===== config.mk =====
export PLATFORM = sky130hd
export DESIGN_NAME = pwm_capture
export DESIGN_NICKNAME = d
export VERILOG_FILES = /design/src/rtl/pwm_capture.sv
export SDC_FILE = /design/constraint.sdc
export NUM_CORES = 1
export LEC_CHECK = 0
export CORE_AREA = 2 2 47 67
export CTS_BUF_LIST = sky130_fd_sc_hd__clkbuf_16
export DETAILED_ROUTE_END_ITERATION = 10
export DIE_AREA = 0 0 49 69
export GPL_ROUTABILITY_DRIVEN = 0
export PLACE_DENSITY_LB_ADDON = 0.15
export RECOVER_POWER = 100
export SYNTH_ARGS = -nofsm -noshare
export SYNTH_HDL_FRONTEND = slang
export SYNTH_SLANG_ARGS = --single-unit

===== constraint.sdc =====
create_clock -name clk -period 1.35 [get_ports clk]
set_input_delay 0.405 -clock clk [delete_from_list [all_inputs] [get_ports clk]]
set_output_delay 0.405 -clock clk [all_outputs]
set_load 0.05 [all_outputs]

===== src/rtl/pwm_capture.sv =====
// -----------------------------------------------------------------------------
// pwm_capture
//
// Purpose:
//    Measures an incoming PWM waveform and reports its high time and period
//    in clk cycles. Receive-side counterpart of the PWM generator, whose
//    nominal period is 2**resolution clocks and whose high time equals its
//    duty value. pwm_in is asynchronous to clk and is synchronised here.
//
//    A measurement is published on every rising edge of the (synchronised)
//    input once a reference edge has been seen. If no rising edge arrives
//    within 2**(resolution+1) clocks, a timeout result is published
//    (period_out = 0, duty_out = full or zero depending on the static level),
//    stuck is raised, and the block re-arms. The timeout repeats every
//    2**(resolution+1) clocks while the line stays static.
//
// Parameters:
//    resolution  duty resolution in bits (default 4)
//
// Ports:
//    clk         in   1               system clock, rising edge
//    reset       in   1               asynchronous, active-high reset
//    pwm_in      in   1               PWM waveform, asynchronous to clk
//    duty_out    out  resolution+1    high cycles of the last period
//    period_out  out  resolution+2    cycles between rising edges, 0 on timeout
//    done        out  1               one-cycle pulse when outputs update
//    stuck       out  1               high while no rising edge within timeout
//
// Build option:
//    PWM_CAPTURE_GLITCH_FILTER_EN  when defined, a two-sample agreement
//    filter follows the synchroniser so single-cycle pulses of either
//    polarity are ignored. Adds one cycle of latency to done; clean
//    waveform measurements are unchanged because both edges shift equally.
// -----------------------------------------------------------------------------
module pwm_capture #(
   parameter int resolution = 4
) (
   input  logic                  clk,
   input  logic                  reset,
   input  logic                  pwm_in,
   output logic [resolution:0]   duty_out,
   output logic [resolution+1:0] period_out,
   output logic                  done,
   output logic                  stuck
);

   localparam int CW = resolution + 2;

   // 2**(resolution+1): timeout threshold and counter saturation value
   localparam logic [CW-1:0] TIMEOUT = {1'b1, {(resolution + 1){1'b0}}};
   // 2**resolution: duty reported when the line times out while high
   localparam logic [resolution:0] FULL_DUTY = {1'b1, {resolution{1'b0}}};
   localparam logic [CW-1:0] CNT_ONE = {{(CW - 1){1'b0}}, 1'b1};

   localparam logic [0:0] ST_IDLE    = 1'b0;
   localparam logic [0:0] ST_MEASURE = 1'b1;

   // --------------------------------------------------------------------------
   // Input synchroniser
   // --------------------------------------------------------------------------
   logic s1_q, s2_q, s3_q;

   always_ff @(posedge clk or posedge reset) begin
      if (reset) begin
         s1_q <= 1'b0;
         s2_q <= 1'b0;
         s3_q <= 1'b0;
      end else begin
         s1_q <= pwm_in;
         s2_q <= s1_q;
         s3_q <= s2_q;
      end
   end

   // --------------------------------------------------------------------------
   // Edge / level extraction
   // --------------------------------------------------------------------------
   logic rise;
   logic level;

`ifdef PWM_CAPTURE_GLITCH_FILTER_EN
   // filt_q is the last accepted level. A new level is accepted only when two
   // consecutive synchronised samples (s3_q, s2_q) agree and differ from it.
   // The accepted level is taken from filt_d so that the filter costs exactly
   // one cycle; filt_q then serves as its delayed copy for edge detection.
   logic filt_q, filt_d;

   always_comb begin
      filt_d = filt_q;
      if ((s2_q == s3_q) && (s2_q != filt_q)) begin
         filt_d = s2_q;
      end
   end

   always_ff @(posedge clk or posedge reset) begin
      if (reset) begin
         filt_q <= 1'b0;
      end else begin
         filt_q <= filt_d;
      end
   end

   assign level = filt_d;
   assign rise  = filt_d & ~filt_q;
`else
   assign level = s2_q;
   assign rise  = s2_q & ~s3_q;
`endif

   // --------------------------------------------------------------------------
   // Measurement state
   // --------------------------------------------------------------------------
   logic [0:0]          state_q, state_d;
   logic [CW-1:0]       period_cnt_q, period_cnt_d;
   logic [CW-1:0]       high_cnt_q, high_cnt_d;
   logic [resolution:0] duty_q, duty_d;
   logic [CW-1:0]       period_q, period_d;
   logic                done_q, done_d;
   logic                stuck_q, stuck_d;

   logic [CW-1:0] period_inc;
   logic [CW-1:0] high_inc;
   logic          timeout_hit;

   // Both counters saturate at the timeout value so they never wrap back
   // into a plausible-looking measurement.
   assign period_inc  = (period_cnt_q == TIMEOUT) ? TIMEOUT : period_cnt_q + CNT_ONE;
   assign high_inc    = (high_cnt_q   == TIMEOUT) ? TIMEOUT : high_cnt_q   + CNT_ONE;
   assign timeout_hit = (period_cnt_q == TIMEOUT);

   always_comb begin
      state_d      = state_q;
      period_cnt_d = period_inc;
      high_cnt_d   = level ? high_inc : high_cnt_q;
      duty_d       = duty_q;
      period_d     = period_q;
      done_d       = 1'b0;
      stuck_d      = stuck_q;

      if (rise) begin
         // The rising-edge cycle is the first cycle of the new period and
         // the first high cycle, hence the restart value of 1.
         period_cnt_d = CNT_ONE;
         high_cnt_d   = CNT_ONE;
         if (state_q == ST_IDLE) begin
            // First edge only establishes the reference; nothing to report.
            state_d = ST_MEASURE;
         end else begin
            duty_d   = high_cnt_q[resolution:0];
            period_d = period_cnt_q;
            done_d   = 1'b1;
            stuck_d  = 1'b0;
         end
      end else if (timeout_hit) begin
         // Static line: report full or zero duty, then drop back to IDLE so
         // the next edge is treated as a fresh reference.
         duty_d       = level ? FULL_DUTY : '0;
         period_d     = '0;
         done_d       = 1'b1;
         stuck_d      = 1'b1;
         period_cnt_d = CNT_ONE;
         state_d      = ST_IDLE;
      end
   end

   always_ff @(posedge clk or posedge reset) begin
      if (reset) begin
         state_q      <= ST_IDLE;
         period_cnt_q <= '0;
         high_cnt_q   <= '0;
         duty_q       <= '0;
         period_q     <= '0;
         done_q       <= 1'b0;
         stuck_q      <= 1'b0;
      end else begin
         state_q      <= state_d;
         period_cnt_q <= period_cnt_d;
         high_cnt_q   <= high_cnt_d;
         duty_q       <= duty_d;
         period_q     <= period_d;
         done_q       <= done_d;
         stuck_q      <= stuck_d;
      end
   end

   assign duty_out   = duty_q;
   assign period_out = period_q;
   assign done       = done_q;
   assign stuck      = stuck_q;

endmodule


# [Yosys cells after proc, flatten, opt, wreduce, memory -nomap -nowiden]
# Index checks and enable logic that the tools add are counted.
[totals] output_inout_bits=13 in_bits=3 word_cells=40 ff_bits=29
[op_classes] n_reduce_logical=3 bitwise_logic=2 eq_ne=3 addsub=2 n_mux=20
[ops] op="$mux 6" count=8
[ops] op="$mux 5" count=4
[ops] op="$add 6x1->6 const B" count=2
[ops] op="$eq 6x6->1 const B" count=2
[ops] op="$mux 1" count=8
[ops] op="$reduce_bool 2->1" count=2
[ops] op="$ne 2x1->1 const B" count=1
[ops] op="$reduce_and 2->1" count=1
[ops] op="$and 1x1->1" count=1
[ops] op="$not 1->1" count=1

# [Longest topological paths before layout]
# Gate-level depths: netlist (run 1).
[logic_depth] ltp_word=4 depth_mapped=5 mapped_depth_nobuf=5

# [Worst setup path before layout (run 1)]
# OpenSTA, ideal clock, no wires.
[synth_path] path_kind="reg2reg" from="register period_cnt_q[2]" to="register period_q[2], in the netlist period_out[2]" arrival_time_ns=1.162 setup_ns=0.121 required_ns=1.229 n_path_buf=1 setup_slack_ns=0.067 period_less_slack_ns=1.283 stages_incl_launch_ff=5 cell_sequence="dfrtp_1 nor3_2 a41oi_2 buf_4 a22o_2"
[synth_between] elab_chain_len=3 elab_cells_between_ends=5 classes_between="eq/ne (1); mux (2); reduce/logical (2)"
[synth_rtl] element="start, declared" line_no="114" source="logic [CW-1:0] period_cnt_q, period_cnt_d;"
[synth_rtl] element="start signal, assigned" line_no="177" source="period_cnt_q <= period_cnt_d;"
[synth_rtl] element="$eq 6x6->1" line_no="129" source="assign timeout_hit = (period_cnt_q == TIMEOUT);"
[synth_rtl] element="$reduce_bool 2->1 (no source line)"
[synth_rtl] element="$reduce_and 2->1 (no source line)"
[synth_rtl] element="end signal, assigned" line_no="180" source="period_q <= period_d;"
[synth_rtl] element="end, declared" line_no="117" source="logic [CW-1:0] period_q, period_d;"
# Several ways; a longest one is shown, not always the timed one. The select of a mux whose other input is x is not followed.
# A chain may end at the register's enable or synchronous reset.

# [Final worst setup path (run 1)]
[layout_path] from="register period_cnt_q[2]" to="register period_cnt_q[5]"
[layout_between] elab_chain_len=3 elab_cells_between_ends=4 classes_between="add/sub (1); eq/ne (1); mux (2)"
[layout_rtl] element="$add 6x1->6 or $eq 6x6->1 (tied branches)" line_no="127, 129"
[layout_rtl] element="$mux 6 (*)" line_no="154" source="end else if (timeout_hit) begin"
[layout_rtl] element="$mux 6 (*)" line_no="140" source="if (rise) begin"
[layout_rtl] element="named net period_cnt_d[5]" line_no="114"
# Mark *: on every way through the listed nets, which the timed path passes. The rest lies on a longest branch.

==> run summary, run 1 <==
status -> finished, final reports clean
Routed WL -> 2.71 mm
Mean Syn Cell Area -> 11.6 um2
hold path depth -> 0
Final #Nets -> 148
total global-route track usage -> 19.1%
starting density of the core -> 45.9%
max incr delay on CP -> 0.41 ns
combinational power share -> 32.1%
pin count of the biggest net entering global routing -> 30
XOR/XNOR Fraction of Synth Area -> 2.05%
maximum VDD drop -> 0.00115 V
max-cap violation count -> 0
Layout area overhead -> 42.3%
Worst Slack Setup Final -> 0.0718 ns
Residual DRC -> 0
CP Capture Type -> register
postcts setup bufs -> 0
HPWL Detailed -> 1.92 mm
vias in the first global route -> 1046
FF-to-FF End -> period_cnt_q[5]
Compound-Gate Fraction of Synth Area -> 18.6%
Critical-path top delay cell -> dfrtp_1
ranking of synthesized cells by area -> dfrtp_1, a22o_1, ha_1
largest family of logic cells by synthesized area -> compound AO/OA/AOI/OAI gates
dpl cells -> 171
# IOs -> 16
root buffer cell -> clkbuf_16
fin cells -> 178
fillers -> 235
post-route cell area -> 1820 um2
clock period minus worst slack -> 1.28 ns
I/O Buffers -> 15
top-area cell type share of the netlist area -> 56.6%
Post-Synth Adder-Cell Area -> 3.91%
ratio of cells with drive above 1 in the final layout -> 27.7%
die width -> 49 um
first-pass GRT wire length -> 4.93 mm
Die Y -> 69 um
dpl ws -> 0.0618 ns
clk_skew -> 0.00392 ns
Core Region -> 2790 um2
R2R Path Start -> period_cnt_q[2]
CP top delay family -> simple AND/OR/NAND/NOR gates
Overflow after GRT -> 0
CP cell instances -> buf_6, nand3_2, or3_1, a211oi_2
unrepaired setup endpoints after global routing -> true
synthesized area -> 1280 um2
Req. time, crit path -> 1.53 ns
sequential share of the synthesized area -> 56.6%
via count -> 995
Clock Pin Slew Worst Setup and Hold Paths -> 0.04 ns
CP Buf/Inv Count -> 1
total CTS buffers -> 5
Clock H-tree levels -> 2
Final setup viols -> 0
Worst-Skew Late Latency -> 0.27 ns
FMAX -> 782 MHz
largest area contributor in the netlist -> dfrtp_1
post-route clock period utilization -> 94.7%
Avg WL per Cell -> 15.2 um
Clock Tree Buf Depth -> 2
Hold EP -> level
type of the worst setup path -> reg2reg
CTS tree -> yes
Sw Pwr -> 1000 uW
drt pass-1 iters -> 4
antenna viol nets, final -> 0
Netlist cell types -> 37
r2r setup slk -> 0.07 ns
Net Count, Synth -> 117
clock sinks -> 29
Via density -> 5.59
Min-Delay Path Class -> reg2reg
area share of and/or/nand/nor cells after synthesis -> 13.2%
peak fanout along the critical path -> 5
max-slew violations -> 0
sw frac -> 31.6%
Fin. Hold Viols -> 0
slew margin rel. -> 52.6%
LEAKAGE -> 0.000839 uW
Yosys warning count -> 0
post-synthesis mux area share -> 0.781%
Least-Margin Pin Slew -> 0.711 ns
antenna violations before repair -> 0
Pwr Density -> 1740 nW/um2
Worst setup SP type -> register
Initial DRC Count -> 21
Ant. Diodes -> 0
Int Pwr -> 2170 uW
sequential cell fraction of total power -> 36.8%
Clock Power Share -> 31.0%
hold path startpoint -> s1_q
Std-Cell Rows -> 23
dpl cell area -> 1690 um2
Yosys reg bits -> 29
depth of the worst register-to-register path -> 4
count of hold-fix buffers inserted at cts -> 0
Post-Synthesis Cells -> 110
WP data arrival -> 1.46 ns
Die Area -> 3380 um2
## routing by layer
layer  global-route usage, %  wire (um)  up-vias
met5                       0          0        -
met4                    9.84         70        0
met3                    6.06        120        6
met1                    22.1       1070      501
li1                        -          -      460
met2                    31.2       1440       28
## layout make-up
type | instances | area [um2] | area share, %
clock buffers | 5 | 125 | 6.86
clock inverters | 2 | 7.51 | 0.412
inverters | 10 | 37.5 | 2.06
multi-input cells | 67 | 504 | 27.7
flip-flops and latches | 29 | 726 | 39.8
well taps | 37 | 46.3 | 2.54
repair buffers | 28 | 377 | 20.7
## flip-flops by register name, summed over array words and instances, names as in the netlist
register / flops
period_cnt_q: 6
state_q: 1
period_out: 6
s1_q: 1
s3_q: 1
duty_out: 5
high_cnt_q: 6
done: 1
stuck: 1
level: 1
## synthesized netlist by cell type
library cell	n
dfrtp_1	29
inv_1	10
a22o_1	9
nand3_1	6
nand2_1	5
ha_1	4
nor2_1	3
nor3_1	3
o21ai_0	3
or3_1	3
a21oi_1	2
buf_2	2
buf_4	2
nand3b_1	2
nor2b_1	2
o22ai_1	2
o2bb2ai_1	2
xor2_1	2
a211oi_2	1
a21o_1	1
a221oi_1	1
a22o_2	1
a2bb2oi_1	1
a31o_2	1
a31oi_1	1
a41oi_2	1
and3_1	1
and3b_1	1
mux2i_1	1
nand2b_1	1
nand3_2	1
nor3_2	1
o211ai_1	1
o311ai_1	1
o41ai_1	1
or2_2	1
xnor2_1	1
## worst max path at each step
stage,startpoint,to,slack (ns),cells after the start
global route,period_cnt_q[0],duty_out[4],-0.06,5
detailed placement,period_cnt_q[4],duty_out[4],0.06,3
floorplan,period_cnt_q[2],period_out[2],0.07,4
global placement,level,high_cnt_q[5],0.09,3
finish,period_cnt_q[2],period_cnt_q[5],0.07,4
CTS,period_cnt_q[4],duty_out[4],0.05,3
## through the flow
| step | util (%) | hold slack [ns] | TNS, ns | total power, uW |
|---|---|---|---|---|
| after global routing | 65.3 | 0.378 | -0.0566 | 3320 |
| after detailed placement | 60.6 | 0.353 | 0 | 2170 |
| after floorplan | - | 0.331 | 0 | 1660 |
| final | 65.3 | 0.372 | 0 | 3170 |
| after global placement | 60.6 | 0.339 | 0 | 2140 |
| after CTS | 65.4 | 0.379 | 0 | 3170 |
## power by group through the flow
stage / Sequential, uW / Combinational [uW] / Clock, uW
after floorplan: 1380 / 280 / 0
after global placement: 1160 / 984 / 0
after detailed placement: 1160 / 1010 / 0
after CTS: 1150 / 1010 / 1000
after global routing: 1190 / 1090 / 1050
final: 1170 / 1020 / 984
## what timing repair did
action,4_1_cts,5_1_grt
setup endpoints to repair,0,9
endpoints found under the hold margin,0,0
gates resized for setup,0,5
## cell usage in the layout, fill, tap and decap left out, types with 3 or more instances in the layout
cell type,instances
nor3_1,3
clkbuf_16,5
o21ai_0,3
dfrtp_1,29
a22o_1,9
buf_4,8
or3_1,3
ha_1,4
nand3_1,5
buf_12,13
nor2_1,3
inv_1,10
nand2_1,5
## worst reg2reg max path: stages (launching register included)
cell and delay (ns):
dfrtp_1 0.41, buf_6 0.15, nand3_2 0.08, or3_1 0.37, a211oi_2 0.19
## cell families (layout without fill, tap and decap cells)
logic type,Yosys count,in the layout
simple gates,30,30
compound gates,29,29
flops,29,29
buf+inv,14,45
fa+ha+maj,4,4
xor+xnor,3,3
mux,1,1
Note: power is estimated with default switching activity, not from simulation.
==> inputs of run 2 (changes only) <==
--- a/config.mk
+++ b/config.mk
@@ -7,6 +7,7 @@
 export LEC_CHECK = 0
 export CORE_AREA = 2 2 47 67
 export CTS_BUF_LIST = sky130_fd_sc_hd__clkbuf_16
+export CTS_CLUSTER_SIZE = 28
 export DETAILED_ROUTE_END_ITERATION = 10
 export DIE_AREA = 0 0 49 69
 export GPL_ROUTABILITY_DRIVEN = 0
==> results of run 2 <==
Same layout as run 1: the final DEF is identical, and so are final timing and power.
==> edit 1, RTL diff (settings of run 1) <==
Set the parameter `resolution` to 5 (it was 4). Comments in the files are not updated.
--- a/src/rtl/pwm_capture.sv
+++ b/src/rtl/pwm_capture.sv
@@ -35,3 +35,3 @@
 module pwm_capture #(
-   parameter int resolution = 4
+   parameter int resolution = 5
 ) (
Interface: changed (resized duty_out and period_out); port bits go from 16 to 18. No check against the original RTL was run, so the function may have changed too.
==> edit 1 against run 1 <==
The flow now finishes with violations (setup timing); synthesized cell count up 15%; cell area up 12%; count of clock-buffer cells in the layout unchanged; setup slack worse by 0.25 ns; sequential cell count up 4; synthesized area up 13%; total power up 5.3%; wire length up 35%; largest cell class unchanged.
==> edit 1: results (changes against run 1) <==
outcome -> finished with violations
failing checks -> setup timing
met2 usage -> 0.3607 (+0.04871)
Skew-Pair Late Insertion Delay -> 0.28 ns
via density per instance -> 5.737 (+2.6%)
count of distinct cell types in the synthesized netlist -> 33 (-11%)
post-synthesis compound-gate area fraction -> 0.2009 (+0.01532)
met1 demand-to-capacity share in global routing -> 0.2500 (+0.02920)
Cell Count Post-Placement -> 201 (+18%)
per-instance average area after synthesis -> 11.52 um2 (-1.1%)
pins over their slew limit -> 0 (unchanged)
wire length of the first global-routing pass -> 5582 um (+13%)
Met2 Wirelength -> 1911 um (+32%)
worst vdd ir -> 1.629 mV (+42%)
Crit Path Max Fanout -> 3 (-2)
wire length on met1 -> 1502 um (+40%)
Fin Clk Skew -> 0.003497 ns (-0.0004265 ns)
critical path data arrival time -> 1.68 ns (+0.22 ns)
setup ws final -> -0.1767 ns (-0.2484 ns)
via count of the first global-routing pass -> 1,249 (+19%)
setup total negative slack -> -1.609 ns (-1.609 ns)
maximum number of pins on one net before global-route repair -> 34 (+13%)
share of the yosys chip area belonging to registers -> 0.5690 (+0.002559)
worst-case setup slack after placement -> -0.09983 ns (-0.1617 ns)
ranking of synthesized cells by instance count -> sky130_fd_sc_hd__dfrtp_1, sky130_fd_sc_hd__a22o_1, sky130_fd_sc_hd__nand2_1
final WL -> 3664 um (+35%)
fraction of final layout cells with drive strength greater than 1 -> 0.3864 (+0.1098)
share of synthesized cell area in full adder, half adder and majority cells -> 0.03448 (-0.004580)
count of endpoints failing setup in the final report -> 22 (+22)
share of synthesized area spent on multiplexers -> 0 (-0.007813)
input/output buffers -> 17 (+2)
xor-xnor portion of the synthesized cell area -> 0.01810 (-0.002404)
Worst setup startpoint -> period_cnt_q[0]
total global-route track usage -> 0.2159 (+0.02512)
number of nets at the end of the flow -> 182 (+23%)
Final Non-Filler Cells -> 213 (+20%)
slew of the pin with the lowest slew margin -> 0.7188 ns (+0.007971 ns)
biggest cell delay along the critical path -> 0.39 ns (-0.02 ns)
Global Route met3 Usage -> 0.06277 (+0.002165)
kind of cell with the highest combined delay on the critical path -> flip-flops
final HPWL from detailed placement -> 2317 um (+21%)
Initial DRC Count -> 30 (+43%)
Post-Synthesis Net Count -> 133 (+14%)
met3 routed WL -> 139 um (+16%)
total leakage power -> 0.9919 nW (+18%)
initial antenna violation count -> 0 (unchanged)
Synth area leaders -> sky130_fd_sc_hd__dfrtp_1, sky130_fd_sc_hd__a22o_1, sky130_fd_sc_hd__ha_1
edit 1: changes by cell type after synthesis, moves of 3 or more:
cell,before,now
sky130_fd_sc_hd__a31oi_1,1,4
sky130_fd_sc_hd__dfrtp_1,29,33
sky130_fd_sc_hd__nand2_1,5,9
sky130_fd_sc_hd__a22o_1,9,15
sky130_fd_sc_hd__o21ai_0,3,6
sky130_fd_sc_hd__nor2_1,3,8
edit 1: area by class of cell:
| type | instances | area [um2] |
|---|---|---|
| clock inverters | 3 | 13.76 |
| clock buffers | 5 | 125.1 |
| repair buffers | 46 | 356.6 |
| well taps | 37 | 46.29 |
| inverters | 8 | 30.03 |
| flip-flops and latches | 33 | 825.8 |
| multi-input cells | 81 | 651.9 |
| fillers | 197 | 742.0 |
edit 1: what timing repair did:
action / CTS / global route
resized for setup: 4 / 21
pin swaps: 2 / 4
buffers inserted: 1 / 3
endpoints found under the hold margin: 0 / 0
setup endpoints to repair: 20 / 26
edit 1: where the power goes:
group          internal, W  switching (W)  total (W)
registers          0.00113       0.000120    0.00125
logic             0.000445       0.000598    0.00104
clock network     0.000667       0.000383    0.00105
edit 1: per-stage QoR:
stage               total power, W  cell area (um2)  utilization  hold WS (ns)
detailed placement        0.002390             1986       0.7113        0.3405
global route              0.003492             2049       0.7342        0.3643
global placement          0.002369             1986       0.7113        0.3371
finish                    0.003339             2049       0.7342        0.3492
CTS                       0.003476             2152       0.7710        0.3522
floorplan                 0.001807             1451            -        0.3312
edit 1: worst paths after layout:
path | to | slack [ns] | cells after the start
max | duty_out[5] | -0.18 | 6
min | level | 0.35 | 0
max reg2reg | duty_out[5] | -0.18 | 6
min reg2reg | level | 0.35 | 0
max in group asynchronous | high_cnt_q[6] | 0.25 | 3
min in group asynchronous | duty_out[5] | 0.65 | 3
==> edit 2, RTL diff (settings of run 1) <==
Made on the original files. The output `done` loses its register stage (`done_q` becomes a continuous assignment).
--- a/src/rtl/pwm_capture.sv
+++ b/src/rtl/pwm_capture.sv
@@ -172,3 +172,2 @@
          period_q     <= '0;
-         done_q       <= 1'b0;
          stuck_q      <= 1'b0;
@@ -180,3 +179,2 @@
          period_q     <= period_d;
-         done_q       <= done_d;
          stuck_q      <= stuck_d;
@@ -184,2 +182,4 @@
    end
+
+   assign done_q = done_d;
 
Behaviour: not the same (Yosys sat finds a counterexample within 10 cycles, from zero or initial values and one cycle with reset high).
==> edit 2 against run 1 <==
The run now ends with setup timing left; setup slack lost 0.50 ns; total power is 2.8% lower; synthesized area is 2.0% lower; sequential power decreased by 3%; wire length up 12%; count of clock-buffer cells in the layout is 2 lower; sequential cell count decreased by 1; highest routed layer unchanged; die area unchanged; critical path depth did not move; combinational power up 25%; cell area up 8.0%.
==> edit 2: results (changes against run 1) <==
outcome -> finished with violations
failing checks -> setup timing
worst-case hold slack -> 0.4075 ns (+0.03547 ns)
met1 demand-to-capacity share in global routing -> 0.2339 (+0.01306)
Register-to-Register Setup Slack -> -0.01 ns (-0.08 ns)
initial antenna violation count -> 0 (unchanged)
NonClk Buf Share -> 0.2397 (+0.03308)
Cell Count Post-Placement -> 174 (+1.8%)
Final Non-Filler Cells -> 186 (+4.5%)
final WL -> 3043 um (+12%)
met3 routed WL -> 70 um (-42%)
count of endpoints failing setup in the final report -> 3 (+3)
number of levels in the clock H-tree -> 1 (-1)
setup total negative slack -> -0.4490 ns (-0.4490 ns)
net switching component of the power -> 0.001056 W (+5.4%)
number of sequential cells -> 28 (-3.4%)
Met2 Wirelength -> 1654 um (+15%)
kind of cell with the highest combined delay on the critical path -> flip-flops
total leakage power -> 0.9153 nW (+9.1%)
number of instances in the synthesized netlist -> 109 (-0.91%)
ranking of synthesized cells by instance count -> sky130_fd_sc_hd__dfrtp_1, sky130_fd_sc_hd__inv_1, sky130_fd_sc_hd__a22o_1
final HPWL from detailed placement -> 2128 um (+11%)
Non-Filler Cell Area, Final -> 1968 um2 (+8.0%)
Synth area leaders -> sky130_fd_sc_hd__dfrtp_1, sky130_fd_sc_hd__a22o_1, sky130_fd_sc_hd__ha_1
worst vdd ir -> 0.8012 mV (-30%)
Rel. slew slack -> 0.5367 (+0.01054)
register area -> 700.7 um2 (-3.4%)
clock-pin transition on the worst setup and hold timing paths -> 0.07 ns (+0.03 ns)
# fillers -> 196 (-17%)
critical path data arrival time -> 1.38 ns (-0.08 ns)
Reg-to-Reg Start -> period_cnt_q[4]
via count of the first global-routing pass -> 1,079 (+3.2%)
total global-route track usage -> 0.1976 (+0.006825)
setup ws final -> -0.4326 ns (-0.5044 ns)
worst-case setup slack after placement -> -0.1999 ns (-0.2618 ns)
share of the yosys chip area belonging to registers -> 0.5578 (-0.008637)
Initial DRC Count -> 16 (-24%)
Fin Clk Skew -> 0.003374 ns (-0.0005502 ns)
Buffers excl. clock -> 40 (+43%)
Post-Synthesis Net Count -> 116 (-0.85%)
proportion of power drawn by the clock network -> 0.217 (-0.093)
sequential power share -> 0.367 (about the same)
number of optimization iterations in the first detailed-route pass -> 4 (unchanged)
number of nets at the end of the flow -> 157 (+6.1%)
multi-input gate area in the final layout -> 629.4 um2 (+25%)
Via Count -> 1,028 (+3.3%)
dominant synthesized flop cell -> sky130_fd_sc_hd__dfrtp_1
wire length of the first global-routing pass -> 5181 um (+5.0%)
Global Route met3 Usage -> 0.02381 (-0.03680)
met2 usage -> 0.3470 (+0.03501)
maximum number of pins on one net before global-route repair -> 29 (-3.3%)
endpoint of the most critical register-to-register path -> period_out[2]
number of buffers inserted during clock tree synthesis -> 3 (-2)
fraction of final layout cells with drive strength greater than 1 -> 0.4362 (+0.1596)
clock buffer and inverter area fraction after layout -> 0.04005 (-0.03270)
Crit Path Max Fanout -> 3 (-2)
wire length on met1 -> 1205 um (+12%)
instance area at placement -> 1692 um2 (about the same)
==> edit 2: changes by cell type after synthesis, sizes merged <==
cell,delta
dfrtp,-1
==> edit 2: kinds of logic (layout without fill, tap and decap cells) <==
group / count (synthesis) / count (layout) / share of synthesized area
AOI/OAI and AO/OA: 29 / 29 / 0.1893
adders and majority gates: 4 / 4 / 0.03984
DFF: 28 / 28 / 0.5578
muxes: 1 / 1 / 0.007968
buffers and inverters: 14 / 54 / 0.04980
and+or+nand+nor: 30 / 30 / 0.1345
xor gates and xnor gates: 3 / 3 / 0.02092
==> edit 2: worst max path at each step <==
stage / startpoint / end / slack (ns)
global route: level / done / -0.50
floorplan: level / done / -0.30
finish: level / done / -0.43
CTS: level / done / -0.43
detailed placement: period_cnt_q[4] / done / -0.20
global placement: period_cnt_q[0] / done / -0.17
==> edit 2: what timing repair did <==
| action | 4_1_cts | 5_1_grt |
|---|---|---|
| endpoints found under the setup margin | 12 | 17 |
| buffers inserted | 2 | 6 |
| resized for setup | 7 | 23 |
| pin swaps | 3 | 9 |
